$ cat src/rtl/multicycle_control_fsm.sv
// Multicycle RV32I-subset sequencer: one state per cycle (lw 5, sw 4, R/I 4, branch 3 cycles).
// Memory states stall on mem_ready; a bounded wait ends in a bus_error pulse and a return to FETCH.
module multicycle_control_fsm #(
   parameter int TIMEOUT_CYCLES = 16
) (
   input  logic       clk,
   input  logic       rst,
   input  logic [6:0] opcode,
   input  logic [2:0] funct3,
   input  logic       funct7b5,
   input  logic       zero,
   input  logic       sign,
   input  logic       mem_ready,
   output logic       pc_write,
   output logic       adr_src,
   output logic       mem_write,
   output logic       ir_write,
   output logic [1:0] result_src,
   output logic [1:0] alu_src_a,
   output logic [1:0] alu_src_b,
   output logic [1:0] imm_src,
   output logic [2:0] alu_control,
   output logic       reg_write,
   output logic [3:0] state,
   output logic       illegal_instr,
   output logic       bus_error
);

   localparam logic [3:0] S_FETCH    = 4'd0;
   localparam logic [3:0] S_DECODE   = 4'd1;
   localparam logic [3:0] S_MEMADR   = 4'd2;
   localparam logic [3:0] S_MEMREAD  = 4'd3;
   localparam logic [3:0] S_MEMWB    = 4'd4;
   localparam logic [3:0] S_MEMWRITE = 4'd5;
   localparam logic [3:0] S_EXECR    = 4'd6;
   localparam logic [3:0] S_EXECI    = 4'd7;
   localparam logic [3:0] S_ALUWB    = 4'd8;
   localparam logic [3:0] S_BRANCH   = 4'd9;
   localparam logic [3:0] S_TRAP     = 4'd10;

   localparam logic [6:0] OP_LW  = 7'b0000011;
   localparam logic [6:0] OP_SW  = 7'b0100011;
   localparam logic [6:0] OP_R   = 7'b0110011;
   localparam logic [6:0] OP_I   = 7'b0010011;
   localparam logic [6:0] OP_BR  = 7'b1100011;

   localparam logic [2:0] ALU_ADD = 3'b000;
   localparam logic [2:0] ALU_SLL = 3'b001;
   localparam logic [2:0] ALU_SUB = 3'b010;
   localparam logic [2:0] ALU_XOR = 3'b100;
   localparam logic [2:0] ALU_SRL = 3'b101;
   localparam logic [2:0] ALU_OR  = 3'b110;
   localparam logic [2:0] ALU_AND = 3'b111;

   // Counter only needs to reach TIMEOUT_CYCLES-1; with no timeout it just saturates.
   localparam int CW = (TIMEOUT_CYCLES < 2) ? 2 : $clog2(TIMEOUT_CYCLES + 1);
   localparam logic [CW-1:0] TO_LAST = CW'((TIMEOUT_CYCLES > 0) ? TIMEOUT_CYCLES - 1 : 0);
   localparam logic          TO_EN   = (TIMEOUT_CYCLES != 0);

   logic [3:0]    cur_state;
   logic [3:0]    next_state;
   logic [CW-1:0] wait_cnt;
   logic          mem_state;
   logic          timeout_hit;
   logic          branch_taken;
   logic          branch_legal;
   logic [2:0]    exec_alu;
   logic [1:0]    dec_imm;

   assign mem_state   = (cur_state == S_FETCH) || (cur_state == S_MEMREAD) ||
                        (cur_state == S_MEMWRITE);
   assign timeout_hit = TO_EN && mem_state && !mem_ready && (wait_cnt == TO_LAST);

   always_comb begin
      branch_taken = 1'b0;
      branch_legal = 1'b1;
      case (funct3)
         3'b000:  branch_taken = zero;
         3'b001:  branch_taken = ~zero;
         3'b100:  branch_taken = sign;
         default: branch_legal = 1'b0;
      endcase
   end

   always_comb begin
      exec_alu = ALU_ADD;
      case (funct3)
         3'b000:  exec_alu = (opcode[5] && funct7b5) ? ALU_SUB : ALU_ADD;
         3'b001:  exec_alu = ALU_SLL;
         3'b100:  exec_alu = ALU_XOR;
         3'b101:  exec_alu = ALU_SRL;
         3'b110:  exec_alu = ALU_OR;
         3'b111:  exec_alu = ALU_AND;
         default: exec_alu = ALU_ADD;
      endcase
   end

   always_comb begin
      dec_imm = 2'b00;
      if (opcode == OP_SW)
         dec_imm = 2'b01;
      else if (opcode == OP_BR)
         dec_imm = 2'b10;
   end

   always_comb begin
      next_state = S_FETCH;
      case (cur_state)
         S_FETCH: begin
            if (timeout_hit)
               next_state = S_FETCH;
            else if (mem_ready)
               next_state = S_DECODE;
            else
               next_state = S_FETCH;
         end
         S_DECODE: begin
            case (opcode)
               OP_LW, OP_SW: next_state = S_MEMADR;
               OP_R:         next_state = S_EXECR;
               OP_I:         next_state = S_EXECI;
               OP_BR:        next_state = branch_legal ? S_BRANCH : S_TRAP;
               default:      next_state = S_TRAP;
            endcase
         end
         S_MEMADR:   next_state = (opcode == OP_SW) ? S_MEMWRITE : S_MEMREAD;
         S_MEMREAD: begin
            if (timeout_hit)
               next_state = S_FETCH;
            else if (mem_ready)
               next_state = S_MEMWB;
            else
               next_state = S_MEMREAD;
         end
         S_MEMWB:    next_state = S_FETCH;
         S_MEMWRITE: next_state = (mem_ready || timeout_hit) ? S_FETCH : S_MEMWRITE;
         S_EXECR:    next_state = S_ALUWB;
         S_EXECI:    next_state = S_ALUWB;
         S_ALUWB:    next_state = S_FETCH;
         S_BRANCH:   next_state = S_FETCH;
         default:    next_state = S_FETCH;
      endcase
   end

   always_ff @(posedge clk) begin
      if (rst) begin
         cur_state <= S_FETCH;
         wait_cnt  <= '0;
      end else begin
         cur_state <= next_state;
         if (!mem_state || mem_ready || timeout_hit || (next_state != cur_state))
            wait_cnt <= '0;
         else if (wait_cnt != {CW{1'b1}})
            wait_cnt <= wait_cnt + CW'(1);
      end
   end

   // Reset masks every output so an aborted instruction issues no enables in the rst cycle.
   always_comb begin
      pc_write      = 1'b0;
      adr_src       = 1'b0;
      mem_write     = 1'b0;
      ir_write      = 1'b0;
      result_src    = 2'b00;
      alu_src_a     = 2'b00;
      alu_src_b     = 2'b00;
      imm_src       = 2'b00;
      alu_control   = ALU_ADD;
      reg_write     = 1'b0;
      illegal_instr = 1'b0;
      bus_error     = timeout_hit;
      state         = cur_state;
      case (cur_state)
         S_FETCH: begin
            alu_src_b  = 2'b10;
            result_src = 2'b10;
            ir_write   = mem_ready;
            pc_write   = mem_ready;
         end
         S_DECODE: begin
            alu_src_a = 2'b01;
            alu_src_b = 2'b01;
            imm_src   = dec_imm;
         end
         S_MEMADR: begin
            alu_src_a = 2'b10;
            alu_src_b = 2'b01;
            imm_src   = dec_imm;
         end
         S_MEMREAD: begin
            adr_src = 1'b1;
         end
         S_MEMWB: begin
            result_src = 2'b01;
            reg_write  = 1'b1;
         end
         S_MEMWRITE: begin
            adr_src   = 1'b1;
            mem_write = ~timeout_hit;
         end
         S_EXECR: begin
            alu_src_a   = 2'b10;
            alu_control = exec_alu;
         end
         S_EXECI: begin
            alu_src_a   = 2'b10;
            alu_src_b   = 2'b01;
            alu_control = exec_alu;
         end
         S_ALUWB: begin
            reg_write = 1'b1;
         end
         S_BRANCH: begin
            alu_src_a   = 2'b10;
            alu_control = ALU_SUB;
            pc_write    = branch_taken;
         end
         default: begin
            illegal_instr = 1'b1;
         end
      endcase
      if (rst) begin
         pc_write      = 1'b0;
         adr_src       = 1'b0;
         mem_write     = 1'b0;
         ir_write      = 1'b0;
         result_src    = 2'b00;
         alu_src_a     = 2'b00;
         alu_src_b     = 2'b00;
         imm_src       = 2'b00;
         alu_control   = 3'b000;
         reg_write     = 1'b0;
         illegal_instr = 1'b0;
         bus_error     = 1'b0;
         state         = 4'd0;
      end
   end

endmodule

$ cat config.mk
export PLATFORM = sky130hd
export DESIGN_NAME = multicycle_control_fsm
export DESIGN_NICKNAME = d
export VERILOG_FILES = /design/src/rtl/multicycle_control_fsm.sv
export SDC_FILE = /design/constraint.sdc
export NUM_CORES = 1
export LEC_CHECK = 0
export CORE_MARGIN = 2
export CORE_UTILIZATION = 40
export CTS_CLUSTER_DIAMETER = 60
export CTS_CLUSTER_SIZE = 8
export DETAILED_ROUTE_END_ITERATION = 8
export PLACE_DENSITY = 0.83
export SLEW_MARGIN = 20
export SYNTH_ARGS = -nofsm -noshare
export SYNTH_HDL_FRONTEND = slang
export SYNTH_SLANG_ARGS = --single-unit
$ cat constraint.sdc
create_clock -name clk -period 5 [get_ports clk]
set_input_delay 1 -clock clk [delete_from_list [all_inputs] [get_ports clk]]
set_output_delay 1 -clock clk [all_outputs]
set_load 0.005 [all_outputs]
==> results of run 1 <==
[worst max-delay path by stage]
stage | from | to | cells past startpoint
floorplan | rst | imm_src[0] | 5
global placement | rst | imm_src[0] | 6
detailed placement | rst | imm_src[0] | 6
CTS | rst | imm_src[0] | 6
global route | rst | imm_src[0] | 6
finish | rst | imm_src[0] | 6
[registers in the layout, summed over array words and instances, names as in the netlist]
name       count
cur_state      4
wait_cnt       5
[cell families (layout without fill, tap and decap cells)]
group | Yosys count | in the layout | share of synthesized area [%]
AOI/OAI and AO/OA | 23 | 23 | 16.69
adders and majority gates | 3 | 3 | 4.393
muxes | 2 | 2 | 2.489
buffers and inverters | 17 | 50 | 8.931
xor gates and xnor gates | 5 | 5 | 5.125
DFF | 9 | 9 | 21.08
and+or+nand+nor | 60 | 60 | 41.29
[power breakdown]
part	total, mW	switching (mW)	internal, mW
combinational	0.0852	0.0369	0.0483
sequential	0.0889	0.0126	0.0762
clock	0.0567	0.0259	0.0308
total	0.231	0.0754	0.155
[final cells by class]
cell class                      instances  area [um2]
Tap cell                               27       33.78
Inverter                                9       33.78
Timing Repair Buffer                   37       370.4
Fill cell                             158       739.5
Sequential cell                         9       180.2
Clock buffer                            4       26.28
Multi-Input combinational cell         93       598.1
[layout by cell type, fill, tap and decap left out, types with 2 or more instances in the layout]
| cell | synthesis | routed |
|---|---|---|
| nand3_1 | 5 | 5 |
| clkbuf_4 | 0 | 3 |
| ha_1 | 3 | 3 |
| clkdlybuf4s50_1 | 0 | 37 |
| nor2b_1 | 6 | 6 |
| nor4_1 | 3 | 3 |
| nand2b_1 | 2 | 2 |
| o21ai_0 | 4 | 4 |
| nor3_1 | 5 | 5 |
| and3_1 | 5 | 5 |
| nor2_1 | 15 | 15 |
| a21oi_1 | 9 | 9 |
| a22oi_1 | 3 | 3 |
| xnor2_1 | 2 | 2 |
| dfxtp_1 | 9 | 9 |
| inv_1 | 9 | 9 |
| nand2_1 | 5 | 5 |
| xor2_1 | 3 | 3 |
[worst max-delay path, delay by kind of cell]
kind / cells / cell delay (ns)
compound gates: 1 / 0.11
simple gates: 3 / 0.81
buf+inv: 2 / 1.13
[routing by layer]
layer | share of wire, % | GRT usage (%)
met1 | 45 | 25.59
met2 | 48 | 34.21
met3 | 6.5 | 3.571
met4 | 0.71 | 5.556
met5 | 0 | 0
[stage by stage]
step,power (mW),hold slack [ns],setup slack (ns)
after floorplan,0.1374,0.4716,2.148
after global placement,0.1723,0.4862,1.016
after detailed placement,0.1749,0.5106,0.9433
after CTS,0.2314,0.5279,0.9547
after global routing,0.2455,0.5827,0.7040
final,0.2307,0.5534,0.9393
[synthesized netlist by cell type (2+ instances only)]
library cell and n:
nand3_1 5, a22oi_1 3, nand2_1 5, ha_1 3
nand2b_1 2, o21ai_0 4, and3_1 5, nor2b_1 6
clkbuf_1 5, nor3_1 5, xor2_1 3, inv_1 9
nor2_1 15, a21oi_1 9, dfxtp_1 9, nor4_1 3
xnor2_1 2
==> impl_metrics.csv, run 1 <==
group,metric,value,unit
layout,fin_cells,179,
setup_path,slowest_stage,"clkdlybuf4s50_1",
layout,final_util,62.69,%
clock_tree,h-tree-depth,1,
global_routing,antenna_found_initial,0,
timing,final_hold_viol_count,0,
yosys,avgSynthCellArea,7.181,um2
clock_tree,cts_buffers,3,
layout,stdcell_area,0.001242,mm2
timing,fin_crit,4.061,ns
yosys,synth_ff_type,"dfxtp_1",
setup_path,r2r_setup_slack,3.15,ns
setup_path,max_stage_delay,0.58,ns
power,power_density,185.7,mW/mm2
global_routing,grt_pass1_wl,4.050,mm
timing,drv_slew,0,
layout,syn_to_final_growth,45.39,%
clock_tree,postCtsSetupBuffers,0,
route,wl,2.404,mm
yosys,ys_warn_count,0,
die,initial_core_util,43.12,%
placed_design,placed_area,0.001216,mm2
power,ir_worst_vdd,0.1001,mV
placed_design,placed_cells,175,
route,ant_nets,0,
power,leakage,0.4810,nW
layout,n_antenna_cell,0,
layout,final_nets,172,
global_routing,grt_max_degree,18,
route,drc,0,
yosys,ys_ff_latch,9,
yosys,synthCells,119,
timing,setup-tns-final,0,ns
placed_design,hpwl,1.837,mm
die,die_h,50.22,um
timing,clock_skew,0.004488,ns
die,dieArea,0.002522,mm2
clock_tree,clock_path_buffers,2,
route,routed_via_density,5.425,
route,drt-initial-drc-count,9,
worst_hold_path,hold_path_depth,2,
setup_path,crit_top_cell,"clkdlybuf4s50_1",
clock_tree,clock_latency,0.26,ns
run_status,outcome,"finished, final reports clean",
setup_path,endpoint_kind,"output pin",
yosys,async_flop_share,0,%
worst_hold_path,hold_start,"wait_cnt[3]$_SDFFE_PP0P_",
yosys,yosysTopAreaCellShare,21.08,%
die,placementRows,16,
yosys,syn_area,854.6,um2
timing,finalCritPeriodShare,81.21,%
timing,fmax,246.3,MHz
yosys,synth_fp_nets,138,
layout,drive_gt1_share,4.605,%
die,core,0.001982,mm2
setup_path,path_max_fanout,11,
global_routing,grt_pass1_vias,931,
clock_tree,clk_pin_slew_worst_paths,0.06,ns
timing,rsz0062_at_grt,"no",
timing,relSlewSlack,67.53,%
yosys,yosys.area.top_type,"dfxtp_1",
global_routing,grt_overflow_total,0,
setup_path,worst_r2r_path_depth,7,
yosys,synthTopCellsByArea,"dfxtp_1 (21%), nor2_1 (6.6%), a21oi_1 (5.3%)",
setup_path,arrival,3.06,ns
clock_tree,cts_resized,0,
timing,setup_viol,0,
clock_tree,cts_tree,"done",
route,dr_total_vias,971,
setup_path,critPathRequiredTime,4.00,ns
worst_hold_path,min_path_type,"reg2reg",
yosys,yosysSeqAreaShare,21.08,%
global_routing,grt_use_total,20.05,%
timing,worst_slew_pin_slew,0.4864,ns
yosys,synth_cell_types,43,
die,die_w,50.22,um
setup_path,crit_type,"in2out",
yosys,synth-edff-count,0,
clock_tree,cts_sinks,9,
setup_path,startpoint_type,"input port",
placed_design,place_congestion,0.8474,
worst_hold_path,hold_end,"wait_cnt[3]$_SDFFE_PP0P_",
clock_tree,clock-root-buffer,"clkbuf_4",
clock_tree,cts_hold_buffers,0,
placed_design,io_buffers,37,
route,wl_per_cell,13.43,um
die,ios,38,
route,firstDrtPassIters,4,
setup_path,reg2reg_to,"cur_state[2]$_SDFF_PP0_",
setup_path,r2r-start,"wait_cnt[0]$_SDFFE_PP0P_",
flow_run,maxCapViolations,0,
setup_path,path_cells,"clkdlybuf4s50_1 -> or2_1 -> nor2_1 -> o21ai_1 -> nor4_1 -> clkdlybuf4s50_1",
(Power assumes the default switching activity.)
==> run 2: changes to the inputs <==
==> constraint.sdc (replaced) <==
create_clock -name clk -period 3.9 [get_ports clk]
set_input_delay 0.78 -clock clk [delete_from_list [all_inputs] [get_ports clk]]
set_output_delay 0.78 -clock clk [all_outputs]
set_load 0.005 [all_outputs]
==> impl_metrics.csv, run 2 (same netlist as run 1, synthesis figures left out) <==
group,metric,value,unit
route,wl,2.351,mm
timing,hold_slack,0.5289,ns
timing,drv_slew,0,
global_routing,grt_pass1_wl,3.974,mm
setup_path,r2r-start,"wait_cnt[0]$_SDFFE_PP0P_",
global_routing,antenna_found_initial,0,
global_routing,grt_use_total,19.89,%
timing,setup_viol,0,
timing,rsz0062_at_grt,"no",
route,dr_total_vias,976,
timing,worst_slew_pin_slew,0.4993,ns
setup_path,crit_type,"in2out",
route,drc,0,
layout,n_antenna_cell,0,
timing,finalCritPeriodShare,88.50,%
route,drt-met1-wl,1.076,mm
timing,clock_skew,0.008507,ns
route,ant_nets,0,
global_routing,grt_max_degree,18,
layout,reg_top3,"wait_cnt: 5 flops, cur_state: 4 flops",
layout,drive_gt1_share,5.229,%
clock_tree,cts_tree,"done",
die,die_w,50.22,um
placed_design,place_congestion,0.8179,
power,ir_worst_vdd,0.2003,mV
global_routing,grt_overflow_total,0,
route,drt-initial-drc-count,24,
run_status,outcome,"finished, final reports clean",
layout,final_common_cell,"clkdlybuf4s50_1",
worst_hold_path,hold_start,"wait_cnt[3]$_SDFFE_PP0P_",
clock_tree,cts_hold_buffers,0,
clock_tree,h-tree-depth,1,
timing,setup-tns-final,0,ns
setup_path,startpoint_type,"input port",
route,top_layer_used,"met4",
route,routed_via_density,5.422,
clock_tree,clock-root-buffer,"clkbuf_4",
die,ios,38,
layout,multiInputGateArea,598.1,um2
layout,num-fill-cells,180,
setup_path,path_max_fanout,5,
die,dieArea,0.002522,mm2
setup_path,path_cells,"clkdlybuf4s50_1 -> nor4b_1 -> a22oi_1 -> or3_1 -> a21oi_1 -> clkdlybuf4s50_1",
die,placementRows,16,
flow_run,maxCapViolations,0,
clock_tree,postCtsSetupBuffers,0,
layout,final_cell_mix,"clkdlybuf4s50_1 (37), nor2_1 (15), inv_1 (9), a21oi_1 (9), dfxtp_1 (9)",
layout,regMostFlops,"wait_cnt",
clock_tree,cts_resized,0,
placed_design,io_buffers,37,
timing,fin_crit,3.451,ns
route,met3_length,136,um
power,power_density,238.9,mW/mm2
layout,final_util,63.07,%
clock_tree,cts_buffers,3,
route,firstDrtPassIters,4,
clock_tree,clock_path_buffers,2,
timing,relSlewSlack,66.67,%
worst_hold_path,min_path_type,"reg2reg",
setup_path,max_stage_delay,0.51,ns
route,wl_per_cell,13.06,um
layout,largest_reg_flops,5,
layout,syn_to_final_growth,46.27,%
setup_path,crit_top_cell,"clkdlybuf4s50_1",
die,initial_core_util,43.12,%
setup_path,arrival,2.67,ns
die,core,0.001982,mm2
route,met2_length,1.103,mm
die,die_h,50.22,um
placed_design,hpwl,1.823,mm
power,leakage,0.4858,nW
clock_tree,clk_pin_slew_worst_paths,0.07,ns
global_routing,grt_pass1_vias,939,
setup_path,endpoint_kind,"output pin",
timing,final_hold_viol_count,0,
setup_path,critPathRequiredTime,3.12,ns
layout,final_nets,173,
setup_path,startpoint,"funct3[0]",
layout,register_area,180.2,um2
timing,fmax,289.7,MHz
clock_tree,clock_latency,0.27,ns
setup_path,slowest_stage,"clkdlybuf4s50_1",
clock_tree,cts_sinks,9,
-- run 2: layer usage --
layer | up-vias | GRT usage (%)
li1 | 493 | -
met2 | 37 | 32.89
met3 | 4 | 4.464
met4 | 0 | 6.944
met1 | 442 | 25.14
met5 | - | 0
-- run 2: final timing paths --
path         depth (start not counted)                  endpoint  slack [ns]
max reg2reg                          7   cur_state[2]$_SDFF_PP0_        1.99
min reg2reg                          2  wait_cnt[3]$_SDFFE_PP0P_        0.53
max                                  6            alu_control[1]        0.45
min                                  2  wait_cnt[3]$_SDFFE_PP0P_        0.53
-- run 2: cell type report --
type	instances	area share [%]
clock buffers	4	2.102
multi-input cells	93	47.85
inverters	9	2.703
well taps	27	2.703
repair buffers	38	30.23
flip-flops and latches	9	14.41
-- run 2: critical path: cells and delay by family --
family | cells | cell delay [ns]
buf+inv | 2 | 0.97
compound gates | 2 | 0.24
simple gates | 2 | 0.67
-- run 2: through the flow --
step | total power [mW] | setup WS [ns] | area, um2 | std cells
2_1_floorplan | 0.1761 | 1.488 | 854.6 | 119
3_3_place_gp | 0.2217 | 0.4919 | 1224 | 176
3_5_place_dp | 0.2243 | 0.4417 | 1224 | 176
4_1_cts | 0.2994 | 0.4321 | 1250 | 180
5_1_grt | 0.3174 | 0.3434 | 1250 | 180
6_report | 0.2986 | 0.4487 | 1250 | 180
-- run 2: where the power goes --
part           internal [mW]  switching [mW]
sequential            0.0978          0.0165
clock                 0.0395          0.0352
combinational         0.0625          0.0470
==> run 3: changes to the inputs <==
--- a/config.mk
+++ b/config.mk
@@ -7,7 +7,6 @@
 export LEC_CHECK = 0
 export CORE_MARGIN = 2
 export CORE_UTILIZATION = 40
-export CTS_CLUSTER_DIAMETER = 60
 export CTS_CLUSTER_SIZE = 8
 export DETAILED_ROUTE_END_ITERATION = 8
 export PLACE_DENSITY = 0.83
==> results of run 3 <==
Final layout, timing and power as in run 2 (identical DEF).
